==> src/rtl/fifo_arb_pkg.sv <==
// Shared types and width helpers for the round-robin FIFO write-port arbiter.
package fifo_arb_pkg;

    typedef enum logic {IDLE = 1'b0, GRANT = 1'b1} arb_state_e;

    function automatic int idx_w(input int n);
        return (n > 1) ? $clog2(n) : 1;
    endfunction

    // One extra bit so BURST-1 always fits, including BURST=1.
    function automatic int cnt_w(input int burst);
        return $clog2(burst) + 1;
    endfunction

endpackage

==> src/rtl/rr_pick.sv <==
// Rotating priority encoder: first asserted req at or after ptr, wrapping mod NREQ.
module rr_pick
    import fifo_arb_pkg::*;
#(
    parameter int NREQ = 4,
    parameter int IW   = idx_w(NREQ)
) (
    input  logic [NREQ-1:0] req,
    input  logic [IW-1:0]   ptr,
    output logic            any,
    output logic [IW-1:0]   idx
);

    always_comb begin
        any = |req;
        idx = '0;
        // Scan farthest offset first so the nearest hit to ptr wins last.
        for (int k = NREQ - 1; k >= 0; k--) begin
            for (int i = 0; i < NREQ; i++) begin
                if (i == ((int'(ptr) + k) % NREQ) && req[i]) begin
                    idx = IW'(i);
                end
            end
        end
    end

endmodule

==> src/rtl/fifo_rr_wr_arbiter.sv <==
// Round-robin arbiter sharing one sync FIFO write port among NREQ producers, bursts of up to BURST beats.
module fifo_rr_wr_arbiter
    import fifo_arb_pkg::*;
#(
    parameter int W     = 3,
    parameter int NREQ  = 4,
    parameter int BURST = 4
) (
    input  logic                   clk,
    input  logic                   rst_n,
    input  logic [NREQ-1:0]        req_valid,
    input  logic [NREQ*W-1:0]      req_data,
    output logic [NREQ-1:0]        req_ready,
    input  logic                   fifo_full,
    output logic                   fifo_wen,
    output logic [W-1:0]           fifo_din,
    output logic [idx_w(NREQ)-1:0] owner,
    output logic                   busy
);

    localparam int IW = idx_w(NREQ);
    localparam int CW = cnt_w(BURST);

    arb_state_e    state, state_n;
    logic [IW-1:0] ptr, ptr_n, owner_n, owner_inc, pick_idx;
    logic [CW-1:0] beat_cnt, cnt_n;
    logic          pick_any, own_valid, beat;
    logic [W-1:0]  own_data;

    rr_pick #(.NREQ(NREQ), .IW(IW)) u_pick (
        .req (req_valid),
        .ptr (ptr),
        .any (pick_any),
        .idx (pick_idx)
    );

    always_comb begin
        own_valid = 1'b0;
        own_data  = '0;
        for (int i = 0; i < NREQ; i++) begin
            if (owner == IW'(i)) begin
                own_valid = req_valid[i];
                own_data  = req_data[i*W +: W];
            end
        end
    end

    assign owner_inc = (owner == IW'(NREQ - 1)) ? '0 : owner + 1'b1;
    assign busy      = (state == GRANT);

    always_ff @(posedge clk or negedge rst_n) begin
        if (!rst_n) begin
            state    <= IDLE;
            ptr      <= '0;
            owner    <= '0;
            beat_cnt <= '0;
        end else begin
            state    <= state_n;
            ptr      <= ptr_n;
            owner    <= owner_n;
            beat_cnt <= cnt_n;
        end
    end

    always_comb begin
        state_n   = state;
        ptr_n     = ptr;
        owner_n   = owner;
        cnt_n     = beat_cnt;
        beat      = 1'b0;
        fifo_wen  = 1'b0;
        fifo_din  = '0;
        req_ready = '0;
        case (state)
            IDLE: begin
                if (pick_any) begin
                    state_n = GRANT;
                    owner_n = pick_idx;
                    cnt_n   = '0;
                end
            end
            GRANT: begin
                fifo_din  = own_data;
                beat      = own_valid & ~fifo_full;
                fifo_wen  = beat;
                req_ready = beat ? (NREQ'(1) << owner) : '0;
                // A full FIFO only stalls; release comes from a dropped valid or the last beat.
                if (!own_valid || (beat && beat_cnt == CW'(BURST - 1))) begin
                    state_n = IDLE;
                    ptr_n   = owner_inc;
                end else if (beat) begin
                    cnt_n = beat_cnt + 1'b1;
                end
            end
            default: state_n = IDLE;
        endcase
    end

endmodule

==> config.mk <==
export PLATFORM = sky130hd
export DESIGN_NAME = fifo_rr_wr_arbiter
export DESIGN_NICKNAME = d
export VERILOG_FILES = /design/src/rtl/fifo_arb_pkg.sv /design/src/rtl/rr_pick.sv /design/src/rtl/fifo_rr_wr_arbiter.sv
export SDC_FILE = /design/constraint.sdc
export NUM_CORES = 1
export LEC_CHECK = 0
export ABC_CLOCK_PERIOD_IN_PS = 2600
export CAP_MARGIN = 5
export CORE_ASPECT_RATIO = 1.1
export CORE_MARGIN = 8
export CORE_UTILIZATION = 42
export DETAILED_ROUTE_END_ITERATION = 16
export HOLD_SLACK_MARGIN = 0.12
export PLACE_DENSITY_LB_ADDON = 0.12
export SYNTH_ARGS = -nofsm -noshare
export SYNTH_HDL_FRONTEND = slang
export SYNTH_HIERARCHICAL = 1
export SYNTH_SLANG_ARGS = --single-unit
==> constraint.sdc <==
create_clock -name clk -period 2.6 [get_ports clk]
set_clock_uncertainty 0.1 [all_clocks]
set_input_delay 0.52 -clock clk [delete_from_list [all_inputs] [get_ports clk]]
set_output_delay 0.52 -clock clk [all_outputs]
set_load 0.05 [all_outputs]
; Word level (Yosys, flattened, before mapping)
; Cells that the tools add are included.
[word_totals]
out_inout_bits = 11
input_bits = 19
ff_bits = 8
[op_classes]
mux = 35
shifts = 1
addsub = 5
bitwise_logic = 6
reduce_logical = 29
n_eq_ne = 19
[op_table]
columns = cell, count
row1 = $logic_not A32 Y1, 3
row2 = $mux W2, 15
row3 = $mux W3, 8
row4 = $eq A3 B3 Y1 const A, 6
row5 = $logic_and A1 B1 Y1, 16
row6 = $eq A2 B3 Y1 const A, 3
row7 = $mux W1, 8
row8 = $mux W4, 2
row9 = $pmux W3 S2, 1
row10 = $reduce_or A2 Y1, 3
row11 = $add A2 B1 Y2 const B, 2
row12 = $add A2 B2 Y2 const B, 2
row13 = $eq A2 B2 Y1 const A, 2
row14 = $eq A2 B2 Y1 const B, 2
row15 = $ne A2 B2 Y1 const B, 2
row16 = $reduce_and A2 Y1, 2
row17 = $reduce_or A4 Y1, 1
row18 = $shl A1 B2 Y4 const A, 1
row19 = $add A3 B1 Y3 const B, 1
row20 = $and A1 B1 Y1 const A, 3
row21 = $eq A3 B2 Y1 const B, 1
row22 = $reduce_and A3 Y1, 1
row23 = $eq A1 B2 Y1 const A, 1
row24 = $eq A2 B1 Y1 const B, 1
row25 = other kinds (7), 8

; Longest topological paths before layout
[depth]
ltp_word = 20
mapped_depth = 7
ltp_nobuf = 6

; Cells and area by module
; Netlist, hierarchy kept.
[by_module_without_submodules]
columns = module, instances, area_each_um2, cells_per_inst, seq_area_each_um2
row1 = fifo_rr_wr_arbiter, 1, 659.4, 75, 200.2
row2 = rr_pick, 1, 77.6, 12, 0.0

; Least setup slack after synthesis
; Ideal clock, no wire load.
[synth_timing]
path_type = register to output
from = register owner[0]
to = output req_ready[0]
path_stages_with_launch = 8
setup_slack_ps = -933
arrival_ps = 2913
required_ps = 1980
path_cell_list = dfrtp_1 -> inv_1 -> ha_1 -> buf_2 -> nor3b_1 -> a211o_1 -> nor3_2 -> and2_1
[synth_between]
elab_chain_len = 8
word_cells_on_any_way = 12
[synth_rtl]
columns = item, line
row1 = start: declaration, fifo_rr_wr_arbiter.sv:17  ; output logic [idx_w(NREQ)-1:0] owner,
row2 = start signal: assignment, fifo_rr_wr_arbiter.sv:60  ; owner <= owner_n;
row3 = $logic_not A2 Y1, fifo_rr_wr_arbiter.sv:41  ; if (owner == IW'(i)) begin
row4 = $mux W1 (4 in a row), fifo_rr_wr_arbiter.sv:41
row5 = $and A1 B1 Y1, fifo_rr_wr_arbiter.sv:84  ; beat = own_valid & ~fifo_full;
row6 = $mux W4 *, fifo_rr_wr_arbiter.sv:86  ; req_ready = beat ? (NREQ'(1) << owner) : '0;
row7 = $mux W4 *, fifo_rr_wr_arbiter.sv:74  ; case (state)
row8 = end: declaration, fifo_rr_wr_arbiter.sv:13  ; output logic [NREQ-1:0] req_ready,
; Mark *: on every way between the ends. The rest lies on a longest branch, timed or not.

; Worst setup path after layout
[layout_timing]
from = input req_valid[1]
to = output req_ready[1]
[layout_between]
elab_chain_len = 6
[layout_rtl]
columns = item, line
row1 = start: declaration, fifo_rr_wr_arbiter.sv:11  ; input logic [NREQ-1:0] req_valid,
row2 = $mux W1 (3 in a row), fifo_rr_wr_arbiter.sv:41
row3 = $and A1 B1 Y1, fifo_rr_wr_arbiter.sv:84
row4 = $mux W4, fifo_rr_wr_arbiter.sv:86
row5 = $mux W4, fifo_rr_wr_arbiter.sv:74
; Every way passes these cells.

==> metrics.cfg <==
[setup_path]
critPathBufInv = 2
start_kind = primary input
r2r-start = owner[1]
crit_cells = 6
cpMaxStageDelayCell = clkdlybuf4s50_1
rr_worst_depth = 8
cp_max_fo = 6
critPathLaunch = req_valid[1]
cp.arrival_ns = 2.01
slowest_delay_ns = 0.48
r2r_end = ptr[0]
criticalPathCategory = in -> out
cp.required_ns = 1.98
crit_path_end_kind = primary output
path_cells = clkdlybuf4s50_1, a211oi_1, a211o_4, nor3_4, and2_4, buf_12
r2r_slack_ns = 0.35
cp-endpoint = req_ready[1]
path_delay_family = buffers and inverters

[finish]
area_growth_pct = 83.0
final_cells = 149
nNetsFinal = 157
final_common_cell = clkdlybuf4s50_1
layout-drive-gt1-share = 0.351
antenna_cells = 0
final_util = 0.783
final_cell_area_um2 = 1350
layout_common_cells = 20 x clkdlybuf4s50_1, 13 x buf_4, 9 x nand2_1

[clocking]
clock-sinks = 8
cts_tree = done
clockRootBuffer = clkbuf_4
numCtsBuffers = 3
clock_latency_ns = 0.25
clk_pin_slew_ns = 0.05
clockBufferDepth = 2
htree_num_levels = 1

[grt]
grt_remaining_overflow = 0
grt_max_degree = 12
antenna_found_initial = 0
grt_pass1_wl_um = 3590
grt_pass1_vias = 795
grt.total_usage = 0.127

[die]
die_y_um = 59.9
start_util = 0.428
die-area_um2 = 3350
io_pins = 30
fp.coreArea_um2 = 1720
die_x_um = 55.9
num_rows = 16

[timing]
finalCritPeriodShare = 1.01
slew_viol_final = 0
fin_tns_setup_ns = -0.0920
fmax_mhz = 381
max_slew_margin = 0.665
tightest_slew_ns = 0.500
final_hold_viol_count = 0
min_period_ns = 2.63
setup_violations = 4
rsz0062_at_grt = true
fin_ws_ns = -0.0259

[route]
num_vias = 807
drt-initial-drc-count = 12
ant_nets = 0
remaining_drc_errors = 0
firstDrtPassIters = 4
wl_per_cell_um = 15.7
vias_per_cell = 5.42
drt-total-wl_um = 2340

[logic_synthesis]
syn_inst = 87
ys_warn_count = 6
synthDistinctLibCells = 30
syn_area_um2 = 737
syn_avg_cell_area_um2 = 8.47
synth_nets = 112
synth-seq-area-share = 0.272
ys_seq_elements = 8

[run]
maxCapViolations = 0

[outcome]
violations = setup timing
status = finished, violations left

[power_and_ir_drop]
vdd_drop_max_mv = 0.724
powerDensity_nw_per_um2 = 1220
p_leak_nw = 0.597

[worst_hold_path]
hold_path_class = reg -> reg

[placement]
dp_hpwl_um = 1800
dp_cells = 140
finalWeightedCongestion = 0.791
dp_slack_ns = -0.0987
post_dp_cell_area_um2 = 1230
portBuffers = 29

area by class of cell:
| cell class | count | area (µm²) |
|---|---|---|
| timing repair buffer | 42 | 467 |
| multi-input combinational | 67 | 588 |
| inverter | 10 | 42.5 |
| clock buffer | 4 | 26.3 |
| sequential | 8 | 203 |
| fill | 112 | 373 |
| tap | 18 | 22.5 |
report_power, final:
part	leakage, nW	total [mW]	internal [mW]	switching (mW)
clock	0.0150	0.100	0.0586	0.0414
combinational	0.484	1.28	0.622	0.658
sequential	0.0981	0.271	0.182	0.0894
worst min-delay path: cells and delay by family (launching register included):
| kind | cells | cell delay, ns |
|---|---|---|
| flip-flops | 1 | 0.37 |
| AND/OR/NAND/NOR | 1 | 0.06 |
| multiplexers | 1 | 0.06 |
metal layers:
layer  GRT usage  part of all wire  routed length [µm]  vias to the layer above
li1            -                 -                   -                      404
met1       0.139              0.40                 934                      390
met2       0.244              0.55                1290                       13
met3      0.0276             0.048                 112                        0
met4      0.0309                 0                   0                        0
met5           0                 0                   0                        -
registers in the layout (all words and copies together) (netlist names):
register,cells
busy,1
beat_cnt,3
owner,2
ptr,2
through the flow:
step	hold WS, ns	total power, mW
detailed placement	0.419	1.42
global placement	0.413	1.41
CTS	0.428	1.62
global route	0.454	1.76
finish	0.428	1.65
floorplan	0.124	0.984
timing repair:
action | 4_1_cts | 5_1_grt
hold buffers | 0 | 0
pin swaps | 5 | 10
endpoints found under the setup margin | 5 | 8
gates resized for setup | 8 | 2
setup buffers | 4 | 1
endpoints found under the hold margin | 0 | 0
synth_stat cells (all sizes together):
| cell | number | share of area |
|---|---|---|
| o21ai | 4 | 0.027 |
| a221oi | 3 | 0.036 |
| ha | 6 | 0.10 |
| o211a | 2 | 0.027 |
| nor4 | 1 | 0.0085 |
| nor2b | 3 | 0.025 |
| mux2 | 2 | 0.031 |
| nand2b | 1 | 0.0085 |
| nor2 | 2 | 0.010 |
| o31ai | 1 | 0.010 |
| nand2 | 9 | 0.046 |
| nor3 | 1 | 0.014 |
| nand3b | 1 | 0.010 |
| a22o | 1 | 0.012 |
| inv | 10 | 0.051 |
| buf | 2 | 0.014 |
| mux2i | 1 | 0.014 |
| or4 | 2 | 0.020 |
| a211oi | 3 | 0.037 |
| nand3 | 1 | 0.0068 |
| a211o | 5 | 0.059 |
| nor3b | 3 | 0.031 |
| a21oi | 6 | 0.041 |
| and2b | 3 | 0.031 |
| dfrtp | 8 | 0.27 |
| o311ai | 2 | 0.024 |
| and2 | 4 | 0.034 |
kinds of logic after synthesis:
| logic type | after synthesis | share of synthesized area |
|---|---|---|
| fa+ha+maj | 6 | 0.102 |
| simple gates | 31 | 0.244 |
| mux | 3 | 0.0441 |
| flops | 8 | 0.272 |
| compound gates | 27 | 0.273 |
| buf+inv | 12 | 0.0645 |
how the worst min path moves through the flow:
stage                start     endpoint  cells after the start
3_5_place_dp   beat_cnt[2]  beat_cnt[2]                      2
2_1_floorplan        rst_n  beat_cnt[0]                      0
4_1_cts        beat_cnt[2]  beat_cnt[2]                      2
3_3_place_gp   beat_cnt[2]  beat_cnt[2]                      2
5_1_grt        beat_cnt[2]  beat_cnt[2]                      2
6_report       beat_cnt[2]  beat_cnt[2]                      2
Power figures use the tool's default switching activity.
==> edit (config.mk and constraints unchanged) <==
Set the parameter `BURST` to 5 (it was 4).
--- a/src/rtl/fifo_rr_wr_arbiter.sv
+++ b/src/rtl/fifo_rr_wr_arbiter.sv
@@ -4,7 +4,7 @@
 #(
     parameter int W     = 3,
     parameter int NREQ  = 4,
-    parameter int BURST = 4
+    parameter int BURST = 5
 ) (
     input  logic                   clk,
     input  logic                   rst_n,
Check against the original RTL: same outputs for any inputs over 4 cycles, from zero or initial values and one cycle with rst_n low; that may be too few to reach the edited logic, so the function may still have changed.
==> edit against the unedited design <==
Final cell count grew 0.67%. Worst setup slack better by 0.11 ns. Power down 9.3%. Area after synthesis is 10% higher. Sequential cell count is 1 higher. Utilization decreased by 7.9 points. Final area fell by 5.8%. Die area is 7.4% higher. Sequential power barely moved. Routed wire length down 7.6%. Largest power group unchanged. Highest routed layer is now met4.
==> edit: results (changes against the unedited design) <==
Status
  – Status: completed

Synthesis
  – Post-Synth Adder-Cell Area: 9.23% (-0.96 points)
  – Area contributors post-synth: dfrtp_1 (28%), ha_1 (9.2%), o21ai_0 (8.0%)
  – Commonest cells in the netlist: nand2_1 (15), o21ai_0 (13), dfrtp_1 (9)
  – Mux contribution to synthesized area: 7.54% (+3.1 points)
  – Synth Area in XOR/XNOR: 1.08% (+1.1 points)
  – Synth Net Count: 121 (+8.0%)
  – Post-synth ARST share: 100% (unchanged)
  – Most frequent cell after synthesis: nand2_1
  – Synth Area in Compound Gates: 15.7% (-12 points)
  – Sequential area share after synthesis: 27.7% (+0.53 points)
  – Distinct cell type count after synthesis: 33 (+10%)

Critical path
  – CP max-delay cell: clkdlybuf4s50_1
  – Arr. time, crit path: 1.89 ns (-0.12 ns)
  – Flop2flop setup slack: 0.51 ns (+0.16 ns)
  – Crit path largest cell delay: 0.55 ns (+0.07 ns)

Pwr
  – Leak: 0.556 nW (-7.0%)
  – Internal: 770 uW (-11%)
  – Worst IR Drop VDD: 0.795 mV (+9.8%)

Clocking
  – H-tree depth: 1 (unchanged)

Drt
  – Initial drt markers: 22 (+10)
  – Wire per inst: 14.4 um (-8.3%)
  – Vias per cell: 5.48 (+1.2%)

Timing
  – Min Hold Slack: 0.422 ns (-0.00662 ns)
  – Min cycle time layout: 2.51 ns (-0.111 ns)
  – Relative slew slack: 66.8% (+0.22 points)

Place
  – DP HPWL: 1840 um (+2.3%)
  – Routability Congestion: 0.761 (-3.9%)
  – Pre-CTS setup slack: 0.0577 ns (+0.156 ns)

Global route
  – First-pass GRT wire length: 3700 um (+3.1%)
  – Initial antenna violation count: 0 (unchanged)
  – Number of global-route vias before repair: 799 (+0.50%)
  – GRT Total Usage: 12.4% (-0.26 points)
  – Largest net degree at the start of global routing: 12 (unchanged)

Layout
  – Biggest registers after layout: beat_cnt: 4 flops, owner: 2 flops, ptr: 2 flops
  – Final nets: 158 (+0.64%)
  – Ratio of cells with drive above 1 in the final layout: 24.2% (-11 points)
edit: changes by cell type in the layout (fill, tap and decap cells not counted), sizes merged, moves of 4 or more:
cell,before,now
o21ai,4,13
inv,10,6
a211o,5,0
buf,21,14
nand2,9,15
a21oi,6,2
nand3,1,5
mux2i,1,5
edit: timing repair:
action	CTS	global route
setup endpoints to repair	0	6
buffers inserted	0	1
gates resized for setup	0	3
edit: critical path: cells and delay by family:
family,cells,cell delay (ns)
simple gates,3,0.69
buf+inv,2,0.69
edit: layer usage:
layer	track usage (%)	up-vias	routed length (um)
met4	3.68	0	14
met3	2.26	4	131
li1	-	412	-
met2	20.1	41	935
met5	0	-	0
met1	16.1	365	1080
edit: per-stage QoR:
stage / power, mW / setup TNS [ns] / area (sq um) / std cells
2_1_floorplan: 0.949 / -0.0355 / 826 / 96
5_1_grt: 1.61 / -0.0492 / 1270 / 150
3_5_place_dp: 1.39 / 0 / 1230 / 145
6_report: 1.50 / 0 / 1270 / 150
4_1_cts: 1.50 / 0 / 1250 / 149
3_3_place_gp: 1.37 / 0 / 1230 / 145
edit: power groups by stage:
| stage | logic, mW | registers [mW] | clock network, mW |
|---|---|---|---|
| 2_1_floorplan | 0.627 | 0.322 | 0 |
| 3_3_place_gp | 1.10 | 0.267 | 0 |
| 3_5_place_dp | 1.12 | 0.271 | 0 |
| 4_1_cts | 1.12 | 0.269 | 0.106 |
| 5_1_grt | 1.22 | 0.280 | 0.112 |
| 6_report | 1.12 | 0.271 | 0.103 |
edit: final timing paths:
check / from / endpoint / depth (start not counted)
setup / recovery: req_valid[3] / req_ready[1] / 5
hold / removal: beat_cnt[2] / beat_cnt[2] / 1
setup reg to reg: owner[0] / ptr[1] / 8
hold reg to reg: beat_cnt[2] / beat_cnt[2] / 1
max in group asynchronous: rst_n / owner[0] / 1
min in group asynchronous: rst_n / busy / 1
edit: layout make-up:
class / count / area, sq um
fillers: 149 / 532
flip-flops and latches: 9 / 225
inverters: 6 / 22.5
multi-input cells: 78 / 556
well taps: 18 / 22.5
clock buffers: 4 / 26.3
repair buffers: 35 / 418
edit: cells by family after synthesis:
group	after synthesis
simple gates	44
xor+xnor	1
mux	6
compound gates	21
flops	9
buf+inv	9
fa+ha+maj	6
